`src/rtl/qnigma_pkg.sv`:
```
// qnigma_pkg: shared constants, types and header-byte helper for the ICMP echo-reply transmitter.
package qnigma_pkg;

   localparam logic [7:0]  ICMP_ECHO_REPLY_TYPE = 8'h00;
   localparam logic [7:0]  ICMP_ECHO_CODE       = 8'h00;
   localparam int unsigned ICMP_HDR_LEN         = 8;
   localparam int unsigned ECHO_FIELD_W         = 16;
   localparam int unsigned CKS_W                = 32;

   typedef enum logic [2:0] {
      S_IDLE  = 3'd0,
      S_SUM   = 3'd1,
      S_FOLD1 = 3'd2,
      S_FOLD2 = 3'd3,
      S_HDR   = 3'd4,
      S_PLD   = 3'd5,
      S_DONE  = 3'd6,
      S_TOUT  = 3'd7
   } icmp_tx_fsm_t;

   // Fields captured from the upstream request
   typedef struct packed {
      logic [ECHO_FIELD_W-1:0] id;
      logic [ECHO_FIELD_W-1:0] seq;
      logic [ECHO_FIELD_W-1:0] len;
   } echo_req_t;

   // Byte idx of the 8-byte echo-reply header (type, code, checksum, id, seq)
   function automatic logic [7:0] echo_hdr_byte(input logic [2:0]              idx,
                                                input logic [ECHO_FIELD_W-1:0] c,
                                                input logic [ECHO_FIELD_W-1:0] id,
                                                input logic [ECHO_FIELD_W-1:0] seq);
      logic [7:0] b;
      b = 8'h00;
      case (idx)
         3'd0:    b = ICMP_ECHO_REPLY_TYPE;
         3'd1:    b = ICMP_ECHO_CODE;
         3'd2:    b = c[15:8];
         3'd3:    b = c[7:0];
         3'd4:    b = id[15:8];
         3'd5:    b = id[7:0];
         3'd6:    b = seq[15:8];
         default: b = seq[7:0];
      endcase
      return b;
   endfunction

endpackage

```
`src/rtl/qnigma_cks_fold.sv`:
```
// qnigma_cks_fold: one end-around-carry fold step of a 32-bit ones-complement partial sum.
module qnigma_cks_fold
   import qnigma_pkg::*;
(
   input  logic [CKS_W-1:0] s,
   output logic [CKS_W-1:0] f
);

   localparam int unsigned HALF = CKS_W / 2;

   // Upper half added back into the lower half
   assign f = CKS_W'(s[CKS_W-1:HALF]) + CKS_W'(s[HALF-1:0]);

endmodule

```
`src/rtl/qnigma_icmp_echo_tx.sv`:
```
// qnigma_icmp_echo_tx: finishes the echo-reply checksum and serialises header + buffered payload.
// Optional FIFO-starvation abort enabled by defining QNIGMA_ICMP_ECHO_TX_TIMEOUT_EN.
module qnigma_icmp_echo_tx
   import qnigma_pkg::*;
#(
   parameter int unsigned MAX_PLD = 1472
`ifdef QNIGMA_ICMP_ECHO_TX_TIMEOUT_EN
   ,
   parameter int unsigned TIMEOUT_TICKS = 1024
`endif
)(
   input  logic        clk,
   input  logic        rst,
   input  logic        req,
   input  logic [15:0] id,
   input  logic [15:0] seq,
   input  logic [15:0] len,
   input  logic [31:0] cks,
   input  logic [7:0]  fifo_dat,
   input  logic        fifo_empty,
   output logic        fifo_rd,
   input  logic        rdy,
   output logic        val,
   output logic [7:0]  dat,
   output logic        lst,
   output logic        busy,
   output logic        done,
   output logic        err
);

   localparam int unsigned IDX_W    = $clog2(ICMP_HDR_LEN);
   localparam logic [IDX_W-1:0] IDX_LAST = IDX_W'(ICMP_HDR_LEN - 1);

   icmp_tx_fsm_t              state, state_d;
   echo_req_t                 req_q, req_d;
   logic [CKS_W-1:0]          sum_q, sum_d, fold_s;
   logic [IDX_W-1:0]          idx_q, idx_d;
   logic [ECHO_FIELD_W-1:0]   cnt_q, cnt_d;
   logic [ECHO_FIELD_W-1:0]   cks_c;
   logic                      busy_d, done_d, err_d;
   logic                      xfer_c;

`ifdef QNIGMA_ICMP_ECHO_TX_TIMEOUT_EN
   localparam int unsigned STV_W = $clog2(TIMEOUT_TICKS + 1);
   logic [STV_W-1:0] stv_q, stv_d;
`endif

   qnigma_cks_fold u_fold (
      .s (sum_q),
      .f (fold_s)
   );

   assign cks_c  = ~sum_q[ECHO_FIELD_W-1:0];
   assign xfer_c = val & rdy;

   // Byte stream mux: header from captured fields, payload straight from the FWFT FIFO
   always_comb begin
      val     = 1'b0;
      dat     = 8'h00;
      lst     = 1'b0;
      fifo_rd = 1'b0;
      case (state)
         S_HDR: begin
            val = 1'b1;
            dat = echo_hdr_byte(idx_q, cks_c, req_q.id, req_q.seq);
            lst = (idx_q == IDX_LAST) && (req_q.len == '0);
         end
         S_PLD: begin
            val     = ~fifo_empty;
            dat     = fifo_dat;
            lst     = ~fifo_empty && (cnt_q == 16'd1);
            fifo_rd = ~fifo_empty & rdy;
         end
         S_TOUT: begin
            val = 1'b1;
            lst = 1'b1;
         end
         default: ;
      endcase
   end

   // Next-state, checksum datapath and status pulses
   always_comb begin
      state_d = state;
      req_d   = req_q;
      sum_d   = sum_q;
      idx_d   = idx_q;
      cnt_d   = cnt_q;
      err_d   = 1'b0;
      busy_d  = 1'b0;
      done_d  = 1'b0;
`ifdef QNIGMA_ICMP_ECHO_TX_TIMEOUT_EN
      stv_d   = stv_q;
`endif
      case (state)
         S_IDLE: begin
            if (req) begin
               if (len > 16'(MAX_PLD)) begin
                  err_d = 1'b1;
               end else begin
                  req_d   = '{id: id, seq: seq, len: len};
                  sum_d   = cks;
                  idx_d   = '0;
                  cnt_d   = len;
                  state_d = S_SUM;
               end
            end
         end
         S_SUM: begin
            sum_d   = sum_q + CKS_W'({ICMP_ECHO_REPLY_TYPE, ICMP_ECHO_CODE})
                            + CKS_W'(req_q.id) + CKS_W'(req_q.seq);
            state_d = S_FOLD1;
         end
         S_FOLD1: begin
            sum_d   = fold_s;
            state_d = S_FOLD2;
         end
         S_FOLD2: begin
            sum_d   = fold_s;
            state_d = S_HDR;
`ifdef QNIGMA_ICMP_ECHO_TX_TIMEOUT_EN
            stv_d   = '0;
`endif
         end
         S_HDR: begin
            if (xfer_c) begin
               if (idx_q == IDX_LAST) begin
                  state_d = (req_q.len == '0) ? S_DONE : S_PLD;
               end else begin
                  idx_d = idx_q + IDX_W'(1);
               end
            end
         end
         S_PLD: begin
            if (xfer_c) begin
               cnt_d = cnt_q - 16'd1;
               if (cnt_q == 16'd1) begin
                  state_d = S_DONE;
               end
            end
`ifdef QNIGMA_ICMP_ECHO_TX_TIMEOUT_EN
            if (xfer_c) begin
               stv_d = '0;
            end else if (fifo_empty) begin
               if (stv_q == STV_W'(TIMEOUT_TICKS - 1)) begin
                  stv_d   = '0;
                  state_d = S_TOUT;
               end else begin
                  stv_d = stv_q + STV_W'(1);
               end
            end
`endif
         end
         S_DONE: begin
            state_d = S_IDLE;
         end
`ifdef QNIGMA_ICMP_ECHO_TX_TIMEOUT_EN
         S_TOUT: begin
            if (xfer_c) begin
               err_d   = 1'b1;
               state_d = S_IDLE;
            end
         end
`endif
         default: begin
            state_d = S_IDLE;
         end
      endcase
      busy_d = (state_d != S_IDLE) && (state_d != S_DONE);
      done_d = (state_d == S_DONE);
   end

   // State and capture registers
   always_ff @(posedge clk or negedge rst) begin
      if (!rst) begin
         state <= S_IDLE;
         req_q <= '0;
         sum_q <= '0;
         idx_q <= '0;
         cnt_q <= '0;
         busy  <= 1'b0;
         done  <= 1'b0;
         err   <= 1'b0;
`ifdef QNIGMA_ICMP_ECHO_TX_TIMEOUT_EN
         stv_q <= '0;
`endif
      end else begin
         state <= state_d;
         req_q <= req_d;
         sum_q <= sum_d;
         idx_q <= idx_d;
         cnt_q <= cnt_d;
         busy  <= busy_d;
         done  <= done_d;
         err   <= err_d;
`ifdef QNIGMA_ICMP_ECHO_TX_TIMEOUT_EN
         stv_q <= stv_d;
`endif
      end
   end

endmodule

```
`config.mk`:
```
export PLATFORM = sky130hd
export DESIGN_NAME = qnigma_icmp_echo_tx
export DESIGN_NICKNAME = d
export VERILOG_FILES = /design/src/rtl/qnigma_pkg.sv /design/src/rtl/qnigma_cks_fold.sv /design/src/rtl/qnigma_icmp_echo_tx.sv
export SDC_FILE = /design/constraint.sdc
export NUM_CORES = 1
export LEC_CHECK = 0
export CORE_ASPECT_RATIO = 0.7
export CORE_MARGIN = 2
export CORE_UTILIZATION = 60
export DETAILED_ROUTE_END_ITERATION = 12
export PLACE_DENSITY = 0.95
export SYNTH_ARGS = -nofsm -noshare
export SYNTH_HDL_FRONTEND = slang
export SYNTH_SLANG_ARGS = --single-unit
```
`constraint.sdc`:
```
create_clock -name clk -period 6.7 [get_ports clk]
set_input_delay 1.675 -clock clk [delete_from_list [all_inputs] [get_ports clk]]
set_output_delay 1.675 -clock clk [all_outputs]
set_load 0.02 [all_outputs]
```
## After elaboration in Yosys (flattened, before gate mapping)

Cells that the tools add are included.
Widths: inputs -> output; s select.

| storage, ports and cells | value |
|---|---|
| logic and storage cells | 87 |
| register bits after elaboration | 105 |

| cells by class | value |
|---|---|
| eq/ne operators | 21 |
| add/sub/neg operators | 5 |
| magnitude comparators | 1 |
| multiplexer cells | 28 |
| bitwise logic cells | 5 |
| reduce and logical (&&, ||, !) cells | 17 |

Operator list:

| kind | number |
|---|---|
| $pmux 32 s3 | 1 |
| $add 32x16->32 | 2 |
| $mux 32 | 2 |
| $mux 16 | 3 |
| $pmux 8 s6 | 1 |
| $pmux 16 s2 | 1 |
| $mux 3 | 10 |
| $eq 3x3->1 const B | 8 |
| $pmux 3 s6 | 1 |
| $add 16x16->17 | 1 |
| $eq 16x1->1 const B | 1 |
| $gt 16x11->1 const B | 1 |
| $logic_not 16->1 | 1 |
| $not 16->16 | 1 |
| $pmux 8 s2 | 1 |
| $sub 16x1->16 const B | 1 |
| $eq 3x2->1 const B | 4 |
| $ne 2x2->1 const B | 5 |
| $eq 3x1->1 const B | 2 |
| $logic_not 3->1 | 2 |
| $pmux 3 s2 | 1 |
| $reduce_and 3->1 | 2 |
| $reduce_bool 3->1 | 2 |
| $reduce_or 2->1 | 3 |
| other kinds (12) | 20 |

## Longest topological paths before layout

Gate-level depths: netlist of the first run.

| logic depth | value |
|---|---|
| depth in word-level cells | 8 |
| gate-level depth with buffers | 10 |
| depth with buffers taken out | 10 |

## Hierarchy

From an unflattened synthesis of the first run, not the netlist that was laid out.

| unflattened totals | value |
|---|---|
| cells, all modules | 970 |
| area, all modules | 7910.1 um^2 |

Modules (own cells, without submodules):

| module | cells an instance | area an instance (um^2) | times used |
|---|---|---|---|
| qnigma_icmp_echo_tx | 842 | 6964.2 | 1 |
| qnigma_cks_fold | 128 | 945.9 | 1 |

## Worst setup path after synthesis of the first run

OpenSTA, ideal clock, no wires.

| path | value |
|---|---|
| kind | register to output |
| start | register idx_q[2] |
| end | output port dat[4] |
| buffers on the path | 3 |
| cell stages (with the launch flop) | 11 |
| arrival time | 2.580 ns |
| path slack | 2.445 ns |
| cell sequence | dfrtp_1 -> clkbuf_1 -> clkbuf_1 -> inv_1 -> ha_1 -> or4_1 -> clkbuf_1 -> o21ai_0 -> a221o_1 -> a21oi_1 -> o21ai_0 |

| on the way | value |
|---|---|
| longest elaborated chain between the ends | 4 |
| elaborated cells between the ends (all ways) | 10 |

RTL lines:

| what | line | RTL |
|---|---|---|
| start, declared | qnigma_icmp_echo_tx.sv:37 | `logic [IDX_W-1:0] idx_q, idx_d;` |
| start signal, assigned | qnigma_icmp_echo_tx.sv:191 | `idx_q <= idx_d;` |
| $eq 3x1->1 or $logic_not 3->1 (tied branches) | qnigma_pkg.sv:35 | `case (idx)` |
| $reduce_or 2->1 (no line) | - |  |
| $pmux 8 s6 * | qnigma_pkg.sv:35 |  |
| $pmux 8 s2 * | qnigma_icmp_echo_tx.sv:62 | `case (state)` |
| end, declared | qnigma_icmp_echo_tx.sv:24 | `output logic [7:0] dat,` |

Mark *: on every way between the ends. The rest lies on a longest branch, timed or not.

## Worst setup path in the final report of the first run

| path | value |
|---|---|
| start | register state[2] |
| end | output port dat[5] |

| on the way | value |
|---|---|
| longest elaborated chain between the ends | 2 |
| elaborated cells between the ends (all ways) | 3 |

RTL lines:

| what | line | RTL |
|---|---|---|
| start, declared | qnigma_icmp_echo_tx.sv:34 | `icmp_tx_fsm_t state, state_d;` |
| start signal, assigned | qnigma_icmp_echo_tx.sv:188 | `state <= state_d;` |
| $eq 3x3->1 | qnigma_icmp_echo_tx.sv:62 |  |
| $pmux 8 s2 * | qnigma_icmp_echo_tx.sv:62 |  |

Marks and branches as above.

==> reports/results.ini, run 1 <==
[status]
outcome = finished, final reports clean

[clock_tree]
clk_latency_ns = 0.36
clock_path_buffers = 2
clock_tree.root_cell = clkbuf_16
cts_max_level = 3
cts_setup_buffers = 0
path_clk_slew_ns = 0.07
cts_sinks = 105
hold_buffers = 0
numCtsBuffers = 9
cts_tree = built
ctsResizeCount = 0

[hold_path]
hold_path_class = register to register
hp-start = req_q[12]$_DFFE_PN0P_

[floorplan]
die-width_um = 138.3
die_h_um = 98.03
ios = 107
initial_utilization = 0.6122
rows = 34
coreArea_um2 = 12380
die_area_um2 = 13560

[setup_path]
path_cells = inv_1 > nor3_1 > o21ai_0 > a31oi_1 > a21o_1 > clkdlybuf4s50_1
reg2reg_from = req_q[42]$_DFFE_PN0P_
path_delay_family = buffers and inverters
required_ns = 5.03
cp_data_arrival_time_ns = 3.70
cpPeakStageDelay_ns = 0.96
critical_path.startpoint = state[2]$_DFF_PN0_
cp_slowest_cell = nor3_1
startpoint_type = register
worstSetupEndpointType = output port
critPathBufInv = 2
critPathMaxFanout = 16
crit_type = register to output port

[synth]
synthesis.nets = 981
syn-instance-count = 830
yosysSeqAreaShare = 0.3467
synth_ff_type = dfrtp_1
ys_ff_latch = 105
synth_top_area_frac = 0.3467
syn_area_um2 = 7579
syn_avg_cell_area_um2 = 9.131
synthArstFlopShare = 1.000
synthDistinctLibCells = 75
synth_warnings = 0
synth_area_leader_cell = dfrtp_1
synth_edf_count = 0
yosys-top-cells-area = dfrtp_1 (35%), ha_1 (6.6%), mux2_2 (6.5%)

[sta]
finalCriticalPeriod_ns = 5.376
slew_headroom = 0.2554
slew_viol_final = 0
tightest_slew_ns = 1.108
rsz0062_at_grt = no
clock.fmax_ghz = 0.1860
layout_setup_ws_ns = 1.324
period_share = 0.8024
skew_ns = 0.009337
hold_viol = 0
setup_tns_ns = 0
setup_viol = 0

[flow_run]
max-cap-violations = 0

[grt]
grt_max_degree = 59
grt_pass1_vias = 7017
grt.total_usage = 0.3356
gr-total-overflow = 0
grt_first_pass_wirelength_um = 36470
grt_antenna_before_repair = 0

[place]
hpwlAfterDp_um = 16610
placed_cells = 1061
portBuffers = 106
place_congestion = 0.9791
placed_area_um2 = 8717
pre_cts_slack_ns = 1.886

[final_layout]
layout.cells.non_filler = 1077
multi_input_area_um2 = 4712
diodes = 0
register_area_um2 = 2628
n_fill_cell = 848
final_cell_mix = dfrtp_1 (105), clkdlybuf4s50_1 (105), nand2_1 (80)
nets = 1061
postLayoutCellArea_um2 = 8982
area_delta_synth_final_pct = 18.52
drive_gt1_frac = 0.08634

[route]
routedWlPerCell_um = 20.83
vias = 7367
vias_per_cell = 6.840
antenna_left = 0
drcViolationCount = 0
drt_pass1_iterations = 12
drt-initial-drc-count = 1068
drt_wl_total_um = 22430

[pwr]
design_power_total_w = 0.004001
p_per_area_nw_per_um2 = 445.4
ir_drop_mv = 0.2382
power.leakage_nw = 3.973

logic make-up (layout without fill, tap and decap cells):
logic type | Yosys count | count (layout) | share of synthesized area
mux | 46 | 46 | 0.06802
buf+inv | 60 | 145 | 0.03170
xor+xnor | 18 | 18 | 0.02080
simple gates | 279 | 279 | 0.1831
flops | 105 | 105 | 0.3467
compound gates | 264 | 264 | 0.2361
fa+ha+maj | 58 | 58 | 0.1136
cells in the mapped netlist, types with 14 or more instances:
library cell,n
nor3_1,25
dfrtp_1,105
a21oi_1,63
ha_1,40
a21o_1,22
clkbuf_1,30
mux2_2,44
nor2_1,57
o21ai_0,58
nand3_1,23
nor2b_1,15
nand2_1,80
nand2b_1,14
inv_1,15
fa_1,18
a31oi_1,14
area by class of cell:
cell class              count  share of cell area
clock inverters             5            0.003622
inverters                  15            0.006268
multi-input cells         665              0.5246
repair buffers            114              0.1245
flip-flops and latches    105              0.2925
well taps                 162             0.02257
clock buffers              11             0.02591
where the power goes:
group,leakage [nW],total (W),switching [W],internal [W]
Combinational,2.47,0.00238,0.00141,0.000967
Sequential,1.37,0.00113,0.000297,0.000830
Clock,0.133,0.000496,0.000243,0.000252
flip-flops by register name (all words and copies together), names as in the netlist:
name / count
req_q: 48
sum_q: 32
cnt_q: 16
idx_q: 3
state: 3
busy: 1
done: 1
err: 1
final timing paths:
path | end | slack, ns | depth (start not counted)
min reg2reg | req_q[12]$_DFFE_PN0P_ | 0.50 | 1
min | req_q[12]$_DFFE_PN0P_ | 0.50 | 1
max in group asynchronous | req_q[13]$_DFFE_PN0P_ | 4.14 | 2
min in group asynchronous | req_q[33]$_DFFE_PN0P_ | 1.33 | 1
max reg2reg | sum_q[19]$_DFFE_PN0P_ | 3.38 | 9
max | dat[5] | 1.32 | 6
per-layer routing:
metal / track usage / wire [µm] / vias up
li1: - / - / 3286
met1: 0.4574 / 8795 / 3479
met2: 0.5110 / 9838 / 525
met3: 0.1133 / 3152 / 77
met4: 0.1060 / 643 / 0
met5: 0 / 0 / -
metrics by stage:
step / hold slack (ns) / utilization
after CTS: 0.5001 / 0.7256
after global placement: 0.4778 / 0.7042
after floorplan: 0.4551 / -
final: 0.5001 / 0.7256
after global routing: 0.5143 / 0.7256
after detailed placement: 0.4831 / 0.7042
worst reg2reg max path: stages (launching register included):
cell,delay [ns]
dfrtp_1,0.44
fa_1,0.48
ha_1,0.39
a211oi_1,0.41
o21ai_0,0.28
a21bo_2,0.27
o21ai_2,0.33
nor4b_1,0.11
a31o_2,0.24
a221o_1,0.25
Power figures use the tool's default switching activity.
==> inputs of run 2 (changes only) <==
--- a/config.mk
+++ b/config.mk
@@ -7,9 +7,9 @@
 export LEC_CHECK = 0
 export CORE_ASPECT_RATIO = 0.7
 export CORE_MARGIN = 2
-export CORE_UTILIZATION = 60
+export CORE_UTILIZATION = 56
 export DETAILED_ROUTE_END_ITERATION = 12
-export PLACE_DENSITY = 0.95
+export PLACE_DENSITY = 0.9
 export SYNTH_ARGS = -nofsm -noshare
 export SYNTH_HDL_FRONTEND = slang
 export SYNTH_SLANG_ARGS = --single-unit
==> constraint.sdc (replaced) <==
create_clock -name clk -period 5.5 [get_ports clk]
set_input_delay 1.375 -clock clk [delete_from_list [all_inputs] [get_ports clk]]
set_output_delay 1.375 -clock clk [all_outputs]
set_load 0.02 [all_outputs]
==> run 2 against run 1 <==
- non-clock buffer count is 4 higher
- utilization is 3.7 points lower
- largest cell class unchanged
- critical endpoint is now dat[4]
- via count is 1.5% lower
- combinational power is 23% higher
- critical path type unchanged
- highest routed layer unchanged
- routed wire length is 0.81% lower
- final area is 1.1% higher
- sequential share of layout area is 0.32 points lower
==> reports/results.ini, run 2 (same netlist as run 1, synthesis figures left out) <==
[status]
outcome = finished, final reports clean

[floorplan]
coreArea_um2 = 13180
rows = 35
die_area_um2 = 14490
die-width_um = 143.0
die_h_um = 101.3
initial_utilization = 0.5749
ios = 107

[pwr]
p_per_area_nw_per_um2 = 546.1
ir_drop_mv = 0.2977
power.leakage_nw = 4.008

[sta]
setup_tns_ns = 0
rsz0062_at_grt = no
slew_headroom = 0.2081
slew_viol_final = 0
hold_viol = 0
finalCriticalPeriod_ns = 4.865
setup_viol = 0
period_share = 0.8845
skew_ns = 0.01011
tightest_slew_ns = 1.179
clock.fmax_ghz = 0.2056
layout_setup_ws_ns = 0.6353

[setup_path]
critical_path.startpoint = idx_q[2]$_DFFE_PN0P_
crit_path_frequent_cell = o21ai_0
cp_data_arrival_time_ns = 3.49
worstReg2RegEnd = sum_q[26]$_DFFE_PN0P_
reg2reg_from = sum_q[4]$_DFFE_PN0P_
worstSetupEndpointType = output port
cp_slowest_cell = or4_1
path_depth = 8
cpPeakStageDelay_ns = 0.81
cp-endpoint = dat[4]
ff2ff_path_depth = 9
startpoint_type = register
r2r_setup_slack_ns = 2.21
critPathMaxFanout = 21
path_cells = inv_1 > ha_1 > or4_1 > o21ai_0 > a221o_1 > a21oi_1 > o21ai_0 > clkdlybuf4s50_1
critPathBufInv = 2
required_ns = 4.12
path_delay_family = simple AND/OR/NAND/NOR gates
crit_type = register to output port

[route]
drt_pass1_iterations = 9
antenna_left = 0
vias = 7260
drt-initial-drc-count = 912
drcViolationCount = 0
vias_per_cell = 6.576
routedWlPerCell_um = 20.15
drt_wl_total_um = 22250

[place]
place_congestion = 0.9802
pre_cts_slack_ns = 1.077
placed_area_um2 = 8776
hpwlAfterDp_um = 16460
portBuffers = 106

[clock_tree]
hold_buffers = 0
cts_tree = built
cts_setup_buffers = 0
ctsResizeCount = 0
clk_latency_ns = 0.36
cts_sinks = 105
numCtsBuffers = 9
cts_max_level = 3
clock_path_buffers = 2
path_clk_slew_ns = 0.08
clock_tree.root_cell = clkbuf_16

[final_layout]
diodes = 0
drive_gt1_frac = 0.09140
final_cell_mix = dfrtp_1 (105), clkdlybuf4s50_1 (105), nand2_1 (80)
area_delta_synth_final_pct = 19.83
regMostFlops = req_q
nets = 1065
largest_register_ffs = 48
postLayoutCellArea_um2 = 9081
top_regs = req_q: 48 flops, sum_q: 32 flops, cnt_q: 16 flops

[grt]
grt_max_degree = 77
use_met2 = 0.4678
top_usage_layer = met2
gr-total-overflow = 0
grt.total_usage = 0.3203
use_met3 = 0.09409
grt_pass1_vias = 6912
grt_first_pass_wirelength_um = 36260
grt_antenna_before_repair = 0
met1_usage = 0.4648

[hold_path]
hold_path_class = register to register

[flow_run]
max-cap-violations = 0

==> run 2: worst min-delay path by stage <==
stage	startpoint	cells after the start	end	slack [ns]
2_1_floorplan	req_q[14]$_DFFE_PN0P_	1	req_q[14]$_DFFE_PN0P_	0.46
3_3_place_gp	req_q[14]$_DFFE_PN0P_	1	req_q[14]$_DFFE_PN0P_	0.47
3_5_place_dp	req_q[12]$_DFFE_PN0P_	1	req_q[12]$_DFFE_PN0P_	0.49
4_1_cts	req_q[12]$_DFFE_PN0P_	1	req_q[12]$_DFFE_PN0P_	0.50
5_1_grt	req_q[15]$_DFFE_PN0P_	1	req_q[15]$_DFFE_PN0P_	0.53
6_report	req_q[11]$_DFFE_PN0P_	1	req_q[11]$_DFFE_PN0P_	0.50
==> run 2: layout make-up <==
type	instances	area (µm²)
Multi-Input combinational cell	665	4712
Clock inverter	5	62.56
Inverter	15	56.30
Fill cell	967	4100
Sequential cell	105	2628
Timing Repair Buffer	118	1149
Tap cell	185	231.5
Clock buffer	11	242.7
==> run 2: through the flow <==
step | instances | hold slack [ns] | total power (W) | utilization
after floorplan | 830 | 0.4551 | 0.003344 | -
after global placement | 1088 | 0.4723 | 0.004069 | 0.6658
after detailed placement | 1088 | 0.4891 | 0.004157 | 0.6658
after CTS | 1104 | 0.5016 | 0.004862 | 0.6889
after global routing | 1104 | 0.5288 | 0.005318 | 0.6889
final | 1104 | 0.5017 | 0.004959 | 0.6889
==> run 2: report_power, final <==
part,switching (W),internal (W)
sequential,0.000348,0.00101
combinational,0.00173,0.00119
clock,0.000306,0.000370
==> run 2: metal layers <==
| layer | part of all wire | vias up | routed length (µm) |
|---|---|---|---|
| met5 | 0 | - | 0 |
| met4 | 0.025 | 0 | 561 |
| met3 | 0.13 | 57 | 2903 |
| met2 | 0.42 | 491 | 9366 |
| met1 | 0.42 | 3431 | 9416 |
| li1 | - | 3281 | - |
==> inputs of run 3 (changes only) <==
--- a/config.mk
+++ b/config.mk
@@ -10,6 +10,7 @@
 export CORE_UTILIZATION = 56
 export DETAILED_ROUTE_END_ITERATION = 12
 export PLACE_DENSITY = 0.9
+export SKIP_LAST_GASP = 1
 export SYNTH_ARGS = -nofsm -noshare
 export SYNTH_HDL_FRONTEND = slang
 export SYNTH_SLANG_ARGS = --single-unit
==> results of run 3 <==
Final layout, timing and power as in run 2 (identical DEF).
